## src/rtl/mux_nx1_tdm.sv

```systemverilog
// mux_nx1_tdm
//   Registered N:1 channel multiplexer with valid/ready flow control.
//   The channel is chosen either by an explicit select (MANUAL) or by a
//   round-robin scan that dwells DWELL loading cycles on each channel (SCAN).
//   Selected data appears on dout exactly one cycle after it is accepted,
//   tagged with the index of the channel it came from.
//
// Ports
//   clk         rising-edge clock
//   rst         asynchronous, active-high reset
//   din         N packed channels, channel i at din[i*WIDTH +: WIDTH]
//   din_valid   per-channel valid
//   din_ready   per-channel ready, one-hot or zero (combinational)
//   mode        0 = MANUAL, 1 = SCAN
//   sel         MANUAL channel select; out-of-range values hold the last channel
//   dout        registered selected data
//   dout_valid  dout holds a valid word
//   dout_ch     channel index dout was taken from
//   out_ready   downstream accepts dout this cycle

module mux_nx1_tdm #(
   parameter int N     = 4,
   parameter int WIDTH = 8,
   parameter int DWELL = 4,
   localparam int SEL_W = $clog2(N)
) (
   input  logic                 clk,
   input  logic                 rst,
   input  logic [N*WIDTH-1:0]   din,
   input  logic [N-1:0]         din_valid,
   output logic [N-1:0]         din_ready,
   input  logic                 mode,
   input  logic [SEL_W-1:0]     sel,
   output logic [WIDTH-1:0]     dout,
   output logic                 dout_valid,
   output logic [SEL_W-1:0]     dout_ch,
   input  logic                 out_ready
);

   // A single-valued counter still needs one bit to exist.
   localparam int CNT_W = (DWELL > 1) ? $clog2(DWELL) : 1;
   localparam logic [CNT_W-1:0] CNT_LAST = CNT_W'(DWELL - 1);
   localparam logic [SEL_W-1:0] CH_LAST  = SEL_W'(N - 1);

   logic [SEL_W-1:0] cur;
   logic [CNT_W-1:0] dwell_cnt;
   logic             load;
   logic [SEL_W-1:0] eff_ch;
   logic [WIDTH-1:0] ch_data [N];

   for (genvar i = 0; i < N; i++) begin : g_unpack
      assign ch_data[i] = din[i*WIDTH +: WIDTH];
   end

   // Output register is free when empty or being drained this cycle.
   assign load = !dout_valid || out_ready;

   // An out-of-range manual select keeps whatever channel was last in use.
   always_comb begin
      eff_ch = cur;
      if (!mode && (int'(sel) < N)) begin
         eff_ch = sel;
      end
   end

   always_comb begin
      din_ready = '0;
      for (int i = 0; i < N; i++) begin
         if (load && (eff_ch == SEL_W'(i))) begin
            din_ready[i] = 1'b1;
         end
      end
   end

   // ---- stage boundary: selected channel -> output register ----
   always_ff @(posedge clk or posedge rst) begin
      if (rst) begin
         dout       <= '0;
         dout_valid <= 1'b0;
         dout_ch    <= '0;
      end else if (load) begin
         dout       <= ch_data[eff_ch];
         dout_valid <= din_valid[eff_ch];
         dout_ch    <= eff_ch;
      end
   end

   // Channel tracking. In MANUAL the counter sits at 0 so a later switch to
   // SCAN starts a fresh dwell from the last manual channel. In SCAN the
   // dwell only advances on loading cycles, so a stall never costs a channel
   // its slot, while idle channels still consume theirs.
   always_ff @(posedge clk or posedge rst) begin
      if (rst) begin
         cur       <= '0;
         dwell_cnt <= '0;
      end else if (!mode) begin
         cur       <= eff_ch;
         dwell_cnt <= '0;
      end else if (load) begin
         if (dwell_cnt == CNT_LAST) begin
            dwell_cnt <= '0;
            cur       <= (cur == CH_LAST) ? '0 : cur + SEL_W'(1);
         end else begin
            dwell_cnt <= dwell_cnt + CNT_W'(1);
         end
      end
   end

endmodule

```

## config.mk

```make
export PLATFORM = sky130hd
export DESIGN_NAME = mux_nx1_tdm
export DESIGN_NICKNAME = d
export VERILOG_FILES = /design/src/rtl/mux_nx1_tdm.sv
export SDC_FILE = /design/constraint.sdc
export NUM_CORES = 1
export LEC_CHECK = 0
export BUFFER_PORTS_ARGS = -buffer_cell sky130_fd_sc_hd__buf_2
export CORE_MARGIN = 10
export CORE_UTILIZATION = 47
export DETAILED_ROUTE_END_ITERATION = 8
export GPL_ROUTABILITY_DRIVEN = 0
export PLACE_DENSITY = 0.84
export SYNTH_ARGS = -nofsm -noshare
export SYNTH_HDL_FRONTEND = slang
export SYNTH_SLANG_ARGS = --single-unit
export TNS_END_PERCENT = 1
```

## constraint.sdc

```tcl
create_clock -name clk -period 2.24 [get_ports clk]
set_input_delay 0.448 -clock clk [delete_from_list [all_inputs] [get_ports clk]]
set_output_delay 0.448 -clock clk [all_outputs]
set_load 0.005 [all_outputs]
```

==> metrics.cfg, run 1 <==
[sta]
period_share_pct = 93.00
min_period_ns = 2.083
fmaxAchievable_mhz = 480.0
setup_viol = 0
worst_pin_slew_ns = 0.5899
maxSlewHeadroom_pct = 60.63
finClkSkew_ns = 0.01125
slew_violations = 0
grt_setup_unrepaired = no
final.setup.tns_ns = 0
finalHoldViolations = 0

[floorplan]
rows = 17
fp.dieH_um = 67.18
die_x_um = 67.18
core_sq_um = 2170
die_area_sq_um = 4512
initial_utilization_pct = 48.21
io_pins = 57

[critical_path]
slowest_delay_ns = 0.51
crit_type = reg -> out
cp_num_buf_inv = 1
rr_startpoint = cur[1]
startpoint = cur[0]
crit_required_ns = 1.79
cp-start-kind = flip-flop
cp_cell_sequence = nor2_1 -> a22o_1 -> and2_2 -> buf_2
critPathMaxFanout = 11
crit_arrival_ns = 1.64
crit_path_end_kind = output port
cp_top_family = flip-flops
cp_slowest_cell = dfrtp_2

[global_route]
antenna_found_initial = 0
grt-ovfl-total = 0
grt_pass1_vias = 1203
grtUsageTotal_pct = 14.60
grt_pass1_wl_mm = 5.230
grt_max_degree = 16

[clock_tree]
cts_setup_buffers = 0
cts-root-buf = clkbuf_4
cts_made_buffers = 3
tritoncts = built
cts-hold-fix-buffers = 0
clk_latency_ns = 0.30
cts-htree-levels = 1
clkSlewWorstSetupHoldPaths_ns = 0.11
clock_tree.buffer_depth = 2
cts.sinks = 15

[final_layout]
num-nets-final = 215
final_layout_size_suffix_gt1_share_pct = 39.18
register_area_sq_um = 376.6
multi_input_area_sq_um = 579.3
synthToLayoutAreaGrowth_pct = 28.11
antenna_cells = 0
fillCellCount = 218

[yosys]
ys_seq_area_share_pct = 35.89
avgSynthCellArea_sq_um = 8.790
ys_ff_latch = 15
ys_top_cells_by_count = 15 x dfrtp_1, 15 x nor2_1, 13 x mux2i_1
syn_area_sq_um = 1046
synth.distinct_cells = 34
synth.area.top_cells = dfrtp_1 36%, mux2i_1 12%, nor2_1 5.4%, o22ai_1 4.2%, a21oi_1 3.8%
yosys.area.top_type = dfrtp_1
synthArstFlopShare_pct = 100.0
synth_warnings = 0
yosys.area.top_type_share_pct = 35.89
synth_flop_cell = dfrtp_1
syn_inst = 119
synth_nets = 162
synth_edf_count = 0

[placement]
port_buffers = 56
hpwl_mm = 2.691

[route]
post_drt_wl_per_cell_um = 16.70
ant_nets = 0
avgViaCountPerCell = 5.734
drt-initial-drc-count = 70
dr.pass1.iters = 7
vias = 1141
routed_wl_mm = 3.324
drc = 0

[power]
power_uw = 825.5
p_leak_uw = 0.0006877
powerDensity_nw_per_um2 = 616.0
ir_worst_vdd_uv = 377.8

[outcome]
status = finished, final reports clean

[run]
maxCapViolCount = 0

[hold_path]
hp-class = in -> async

==> final timing paths <==
kind	to	slack, ns	depth (start not counted)
setup / recovery	din_ready[0]	0.16	4
hold / removal	dout_ch[0]	0.19	2
setup reg to reg	dout[5]	0.67	4
hold reg to reg	dwell_cnt[1]	0.55	2
max in group asynchronous	cur[0]	1.63	2
min in group clk	dout_valid	0.36	3
==> power breakdown <==
part / internal [uW] / switching (uW) / leakage, uW / total (uW)
Sequential: 325 / 40.7 / 0.000177 / 365
Combinational: 145 / 151 / 0.000493 / 295
Clock: 66.5 / 98.4 / 0.0000177 / 165
Total: 536 / 290 / 0.000688 / 825
==> flip-flops by register name (all words and copies together) (netlist names) <==
name and flops:
dwell_cnt 2, dout_ch 2, cur 2, dout_valid 1, dout 8
==> stage by stage <==
stage / hold slack (ns) / setup WS (ns) / util [%] / instance area [sq um] / cells
2_1_floorplan: 0.3495 / 0.5540 / - / 1046 / 119
3_3_place_gp: 0.5078 / 0.3621 / 60.44 / 1311 / 195
3_5_place_dp: 0.5214 / 0.3013 / 60.44 / 1311 / 195
4_1_cts: 0.2186 / 0.09859 / 61.71 / 1339 / 199
5_1_grt: 0.2434 / 0.06679 / 61.76 / 1340 / 199
6_report: 0.1939 / 0.1567 / 61.76 / 1340 / 199
==> repair_timing <==
item / 4_1_cts / 5_1_grt
setup endpoints to repair: 0 / 3
resized for setup: 0 / 1
endpoints found under the hold margin: 0 / 0
==> layout make-up <==
cell class	count	area share, %
clock buffers	3	1.681
multi-input cells	87	43.23
clock inverters	1	0.3735
flip-flops and latches	15	28.10
well taps	28	2.614
inverters	7	1.961
repair buffers	58	22.04
==> logic make-up (layout without fill, tap and decap cells) <==
| group | count (synthesis) | count (layout) | share of synthesized area [%] |
|---|---|---|---|
| AOI/OAI and AO/OA | 37 | 37 | 24.40 |
| and+or+nand+nor | 34 | 34 | 15.67 |
| buffers and inverters | 17 | 69 | 8.730 |
| DFF | 15 | 15 | 35.89 |
| muxes | 13 | 13 | 12.44 |
| xor gates and xnor gates | 2 | 2 | 1.675 |
| adders and majority gates | 1 | 1 | 1.196 |
==> cell usage in the layout, fill, tap and decap left out <==
| master | instances |
|---|---|
| buf_2 | 56 |
| nor2_1 | 15 |
| dfrtp_1 | 14 |
| mux2i_1 | 13 |
| a21oi_1 | 8 |
| o22ai_1 | 7 |
| inv_1 | 6 |
| nand2_1 | 6 |
| a31oi_1 | 5 |
| a221oi_1 | 4 |
| nand2b_1 | 3 |
| a22oi_1 | 3 |
| nand3_1 | 3 |
| and2_1 | 3 |
| clkbuf_4 | 3 |
| a222oi_1 | 2 |
| o21ai_0 | 2 |
| buf_4 | 2 |
| nor2_4 | 1 |
| a32o_1 | 1 |
| inv_2 | 1 |
| a22o_1 | 1 |
| nor2b_1 | 1 |
| a2bb2oi_1 | 1 |
| nand3b_1 | 1 |
| o211ai_1 | 1 |
| o21ai_1 | 1 |
| o22ai_2 | 1 |
| xnor2_1 | 1 |
| and2_2 | 1 |
| xor2_1 | 1 |
| ha_1 | 1 |
| clkinv_2 | 1 |
| dfrtp_2 | 1 |
==> metal layers <==
metal  GRT usage, %  vias up  share of wire [%]
li1               -      540                  -
met2          24.53       65                 48
met1          16.38      528                 40
met5              0        -                  0
met4          5.385        0                1.7
met3          5.785        8                 10
(Power assumes the default switching activity.)
==> run 2: changes to the inputs <==
--- a/config.mk
+++ b/config.mk
@@ -7,10 +7,10 @@
 export LEC_CHECK = 0
 export BUFFER_PORTS_ARGS = -buffer_cell sky130_fd_sc_hd__buf_2
 export CORE_MARGIN = 10
-export CORE_UTILIZATION = 47
+export CORE_UTILIZATION = 43
 export DETAILED_ROUTE_END_ITERATION = 8
 export GPL_ROUTABILITY_DRIVEN = 0
-export PLACE_DENSITY = 0.84
+export PLACE_DENSITY = 0.78
 export SYNTH_ARGS = -nofsm -noshare
 export SYNTH_HDL_FRONTEND = slang
 export SYNTH_SLANG_ARGS = --single-unit
==> metrics.cfg, run 2 (synthesized netlist as in run 1, its figures left out) <==
[critical_path]
crit_arrival_ns = 1.60
cp_slowest_cell = dfrtp_2
cp_cell_sequence = nor2_1 -> a22o_1 -> and2_2 -> buf_2
critPathMaxFanout = 11
cp_num_buf_inv = 1
crit_path_end_kind = output port
slowest_delay_ns = 0.51
cp_top_family = flip-flops
crit_type = reg -> out
cp-start-kind = flip-flop
crit_required_ns = 1.79

[power]
ir_worst_vdd_uv = 426.1
powerDensity_nw_per_um2 = 608.9
p_leak_uw = 0.0006805

[global_route]
grt_use_met3_pct = 7.703
antenna_found_initial = 0
grt_max_degree = 18
use_met1_pct = 15.20
grt_pass1_wl_mm = 5.540
top_usage_layer = met2
grtUsageTotal_pct = 13.27
use_met2_pct = 20.87
grt-ovfl-total = 0
grt_pass1_vias = 1268

[final_layout]
final_layout_size_suffix_gt1_share_pct = 38.24
final_common_cell = buf_2
antenna_cells = 0
regMostFlops = dout
layout_common_cells = 56 x buf_2, 15 x nor2_1, 14 x dfrtp_1
synthToLayoutAreaGrowth_pct = 27.27
largest_register_ffs = 8
num-nets-final = 214

[placement]
dp_slack_ns = 0.3251
hpwl_mm = 2.734
port_buffers = 56

[route]
avgViaCountPerCell = 5.596
vias = 1108
dr.pass1.iters = 4
drt-initial-drc-count = 40
ant_nets = 0
post_drt_wl_per_cell_um = 16.56
drc = 0
routed_wl_mm = 3.279

[clock_tree]
clock_tree.buffer_depth = 2
ctsResizeCount = 0
cts-hold-fix-buffers = 0
clk_latency_ns = 0.28
cts-root-buf = clkbuf_4
cts-htree-levels = 1
cts.sinks = 15
clkSlewWorstSetupHoldPaths_ns = 0.09
cts_made_buffers = 3
cts_setup_buffers = 0
tritoncts = built

[run]
maxCapViolCount = 0

[floorplan]
core_sq_um = 2255
die_area_sq_um = 4805
die_x_um = 69.32
initial_utilization_pct = 46.39
rows = 17
fp.dieH_um = 69.32
io_pins = 57

[sta]
worst_pin_slew_ns = 0.5563
holdWs_ns = 0.1996
fmaxAchievable_mhz = 488.2
final.setup.tns_ns = 0
slew_violations = 0
setup_viol = 0
period_share_pct = 91.45
setup_slack_ns = 0.1916
min_period_ns = 2.048
finClkSkew_ns = 0.004793
finalHoldViolations = 0
maxSlewHeadroom_pct = 62.87
grt_setup_unrepaired = no

[outcome]
status = finished, final reports clean

[hold_path]
hp-class = in -> async

[run 2: worst paths after layout]
| path | from | end | slack, ns | cells past startpoint |
|---|---|---|---|---|
| setup / recovery | cur[0] | din_ready[0] | 0.19 | 4 |
| hold / removal | rst | dwell_cnt[0] | 0.20 | 2 |
| setup reg to reg | cur[0] | dout_valid | 0.66 | 4 |
| hold reg to reg | dout[7] | dout[7] | 0.54 | 2 |
| max in group asynchronous | rst | cur[0] | 1.64 | 2 |
| min in group clk | din_valid[2] | dout_valid | 0.40 | 3 |
[run 2: where the power goes]
group / switching, uW / internal [uW]
Clock: 82.6 / 69.1
Sequential: 40.8 / 325
Combinational: 152 / 142
[run 2: cell type report]
class                           instances  area, sq um
Multi-Input combinational cell         87        579.3
Inverter                                7        26.28
Fill cell                             229        923.4
Sequential cell                        15        376.6
Timing Repair Buffer                   57        287.8
Clock buffer                            4        26.28
Tap cell                               28        35.03
[run 2: per-stage QoR]
step / cell area (sq um) / std cells / power, uW / utilization [%]
finish: 1331 / 198 / 810.6 / 59.05
global route: 1331 / 198 / 873.7 / 59.05
CTS: 1330 / 198 / 817.4 / 58.99
detailed placement: 1304 / 194 / 664.5 / 57.82
global placement: 1304 / 194 / 654.0 / 57.82
floorplan: 1046 / 119 / 542.8 / -
[run 2: metal layers]
layer	routed length (um)	part of all wire (%)
met3	407	12
met5	0	0
met4	15	0.46
met2	1431	44
met1	1425	43
==> run 3: changes to the inputs <==
--- a/config.mk
+++ b/config.mk
@@ -6,7 +6,7 @@
 export NUM_CORES = 1
 export LEC_CHECK = 0
 export BUFFER_PORTS_ARGS = -buffer_cell sky130_fd_sc_hd__buf_2
-export CORE_MARGIN = 10
+export CORE_MARGIN = 1
 export CORE_UTILIZATION = 43
 export DETAILED_ROUTE_END_ITERATION = 8
 export GPL_ROUTABILITY_DRIVEN = 0
==> metrics.cfg, run 3 (synthesized netlist as in run 1, its figures left out) <==
[sta]
setup_viol = 0
fmaxAchievable_mhz = 471.1
final.setup.tns_ns = 0
worst_pin_slew_ns = 0.5535
setup_slack_ns = 0.1174
maxSlewHeadroom_pct = 63.06
slew_violations = 0
finalHoldViolations = 0
period_share_pct = 94.76
min_period_ns = 2.123
finClkSkew_ns = 0.004164
grt_setup_unrepaired = no

[final_layout]
layout_common_cells = 56 x buf_2, 15 x nor2_1, 15 x dfrtp_1
fillCellCount = 220
final_layout_size_suffix_gt1_share_pct = 37.65
antenna_cells = 0
num-nets-final = 214
final_common_cell = buf_2
fin_util_pct = 58.99
register_area_sq_um = 375.4
regMostFlops = dout
largest_register_ffs = 8
synthToLayoutAreaGrowth_pct = 27.15
final_cells = 198
multi_input_area_sq_um = 579.3

[critical_path]
cp-start-kind = flip-flop
crit_arrival_ns = 1.67
critPathMaxFanout = 11
crit_type = reg -> out
cp_cell_sequence = nor2_1 -> a22o_1 -> and2_2 -> buf_2
crit_path_end_kind = output port
slowest_delay_ns = 0.61
crit_required_ns = 1.79
cp_slowest_cell = dfrtp_1

[floorplan]
io_pins = 57
fp.dieH_um = 51.32
rows = 17
die_area_sq_um = 2634
core_sq_um = 2255
initial_utilization_pct = 46.39
die_x_um = 51.32

[route]
post_drt_wl_per_cell_um = 13.95
m1WireLength_mm = 1.122
dr.pass1.iters = 4
drc = 0
ant_nets = 0
wl_met2_mm = 1.307
routed_wl_mm = 2.763
wl_met3_um = 304
drt-initial-drc-count = 22
top_layer = met4
vias = 1141
avgViaCountPerCell = 5.763

[global_route]
grt_pass1_vias = 1007
antenna_found_initial = 0
grt-ovfl-total = 0
grt_pass1_wl_mm = 4.485
grtUsageTotal_pct = 23.60
grt_max_degree = 22

[power]
swShare_pct = 33.85
switchingPower_uw = 274.1
power.share.clock_pct = 19.0
p_int_uw = 535.5
pwr-share-comb_pct = 35.7
p_leak_uw = 0.0006816
powerDensity_nw_per_um2 = 608.7
ir_worst_vdd_uv = 431.4
p_seq_share_pct = 45.3

[clock_tree]
cts_setup_buffers = 0
cts-root-buf = clkbuf_4
cts-hold-fix-buffers = 0
clkSlewWorstSetupHoldPaths_ns = 0.08
cts.sinks = 15
clock_tree.buffer_depth = 2
cts_made_buffers = 3
ctsResizeCount = 0
clk_latency_ns = 0.29
tritoncts = built
cts-htree-levels = 1

[hold_path]
hp-class = in -> async

[run]
maxCapViolCount = 0

[outcome]
status = finished, final reports clean

[placement]
port_buffers = 56
dp_slack_ns = 0.3299
hpwl_mm = 2.223
dp_cells = 194

-- run 3: layer usage --
metal	global-route usage, %	vias to the layer above
li1	-	539
met1	27.58	520
met2	40.79	77
met3	7.440	5
met4	7.658	0
met5	0	-
-- run 3: worst paths after layout --
| check | from | to | slack, ns | cells past startpoint |
|---|---|---|---|---|
| setup / recovery | cur[0] | din_ready[0] | 0.12 | 4 |
| hold / removal | rst | dout[3] | 0.19 | 2 |
| setup reg to reg | cur[0] | dout[5] | 0.52 | 4 |
| hold reg to reg | dout[6] | dout[6] | 0.53 | 2 |
| max in group asynchronous | rst | dout[7] | 1.68 | 2 |
| min in group clk | din_valid[2] | dout_valid | 0.40 | 3 |
-- run 3: stage by stage --
step | power, uW | hold WS (ns) | instance area, sq um
2_1_floorplan | 542.8 | 0.3495 | 1046
3_5_place_dp | 660.3 | 0.5174 | 1304
6_report | 809.6 | 0.1919 | 1330
3_3_place_gp | 647.7 | 0.5066 | 1304
5_1_grt | 863.7 | 0.2314 | 1330
4_1_cts | 811.7 | 0.2039 | 1330
-- run 3: layout make-up --
cell class                 count  share of cell area (%)
timing repair buffer          57                   21.64
sequential                    15                   28.22
clock buffer                   4                   1.976
tap                           28                   2.634
multi-input combinational     87                   43.56
inverter                       7                   1.976
-- run 3: power by group through the flow --
stage | clock [uW] | sequential, uW | combinational, uW
5_1_grt | 169 | 372 | 322
3_3_place_gp | 0 | 367 | 281
4_1_cts | 156 | 366 | 290
6_report | 154 | 367 | 289
3_5_place_dp | 0 | 371 | 290
2_1_floorplan | 0 | 360 | 183
-- run 3: worst max-delay path: cells and delay by family (launching register included) --
family	cells	cell delay, ns
flip-flops	1	0.61
AND/OR/NAND/NOR	2	0.34
AO/OA/AOI/OAI	1	0.32
buffers and inverters	1	0.12
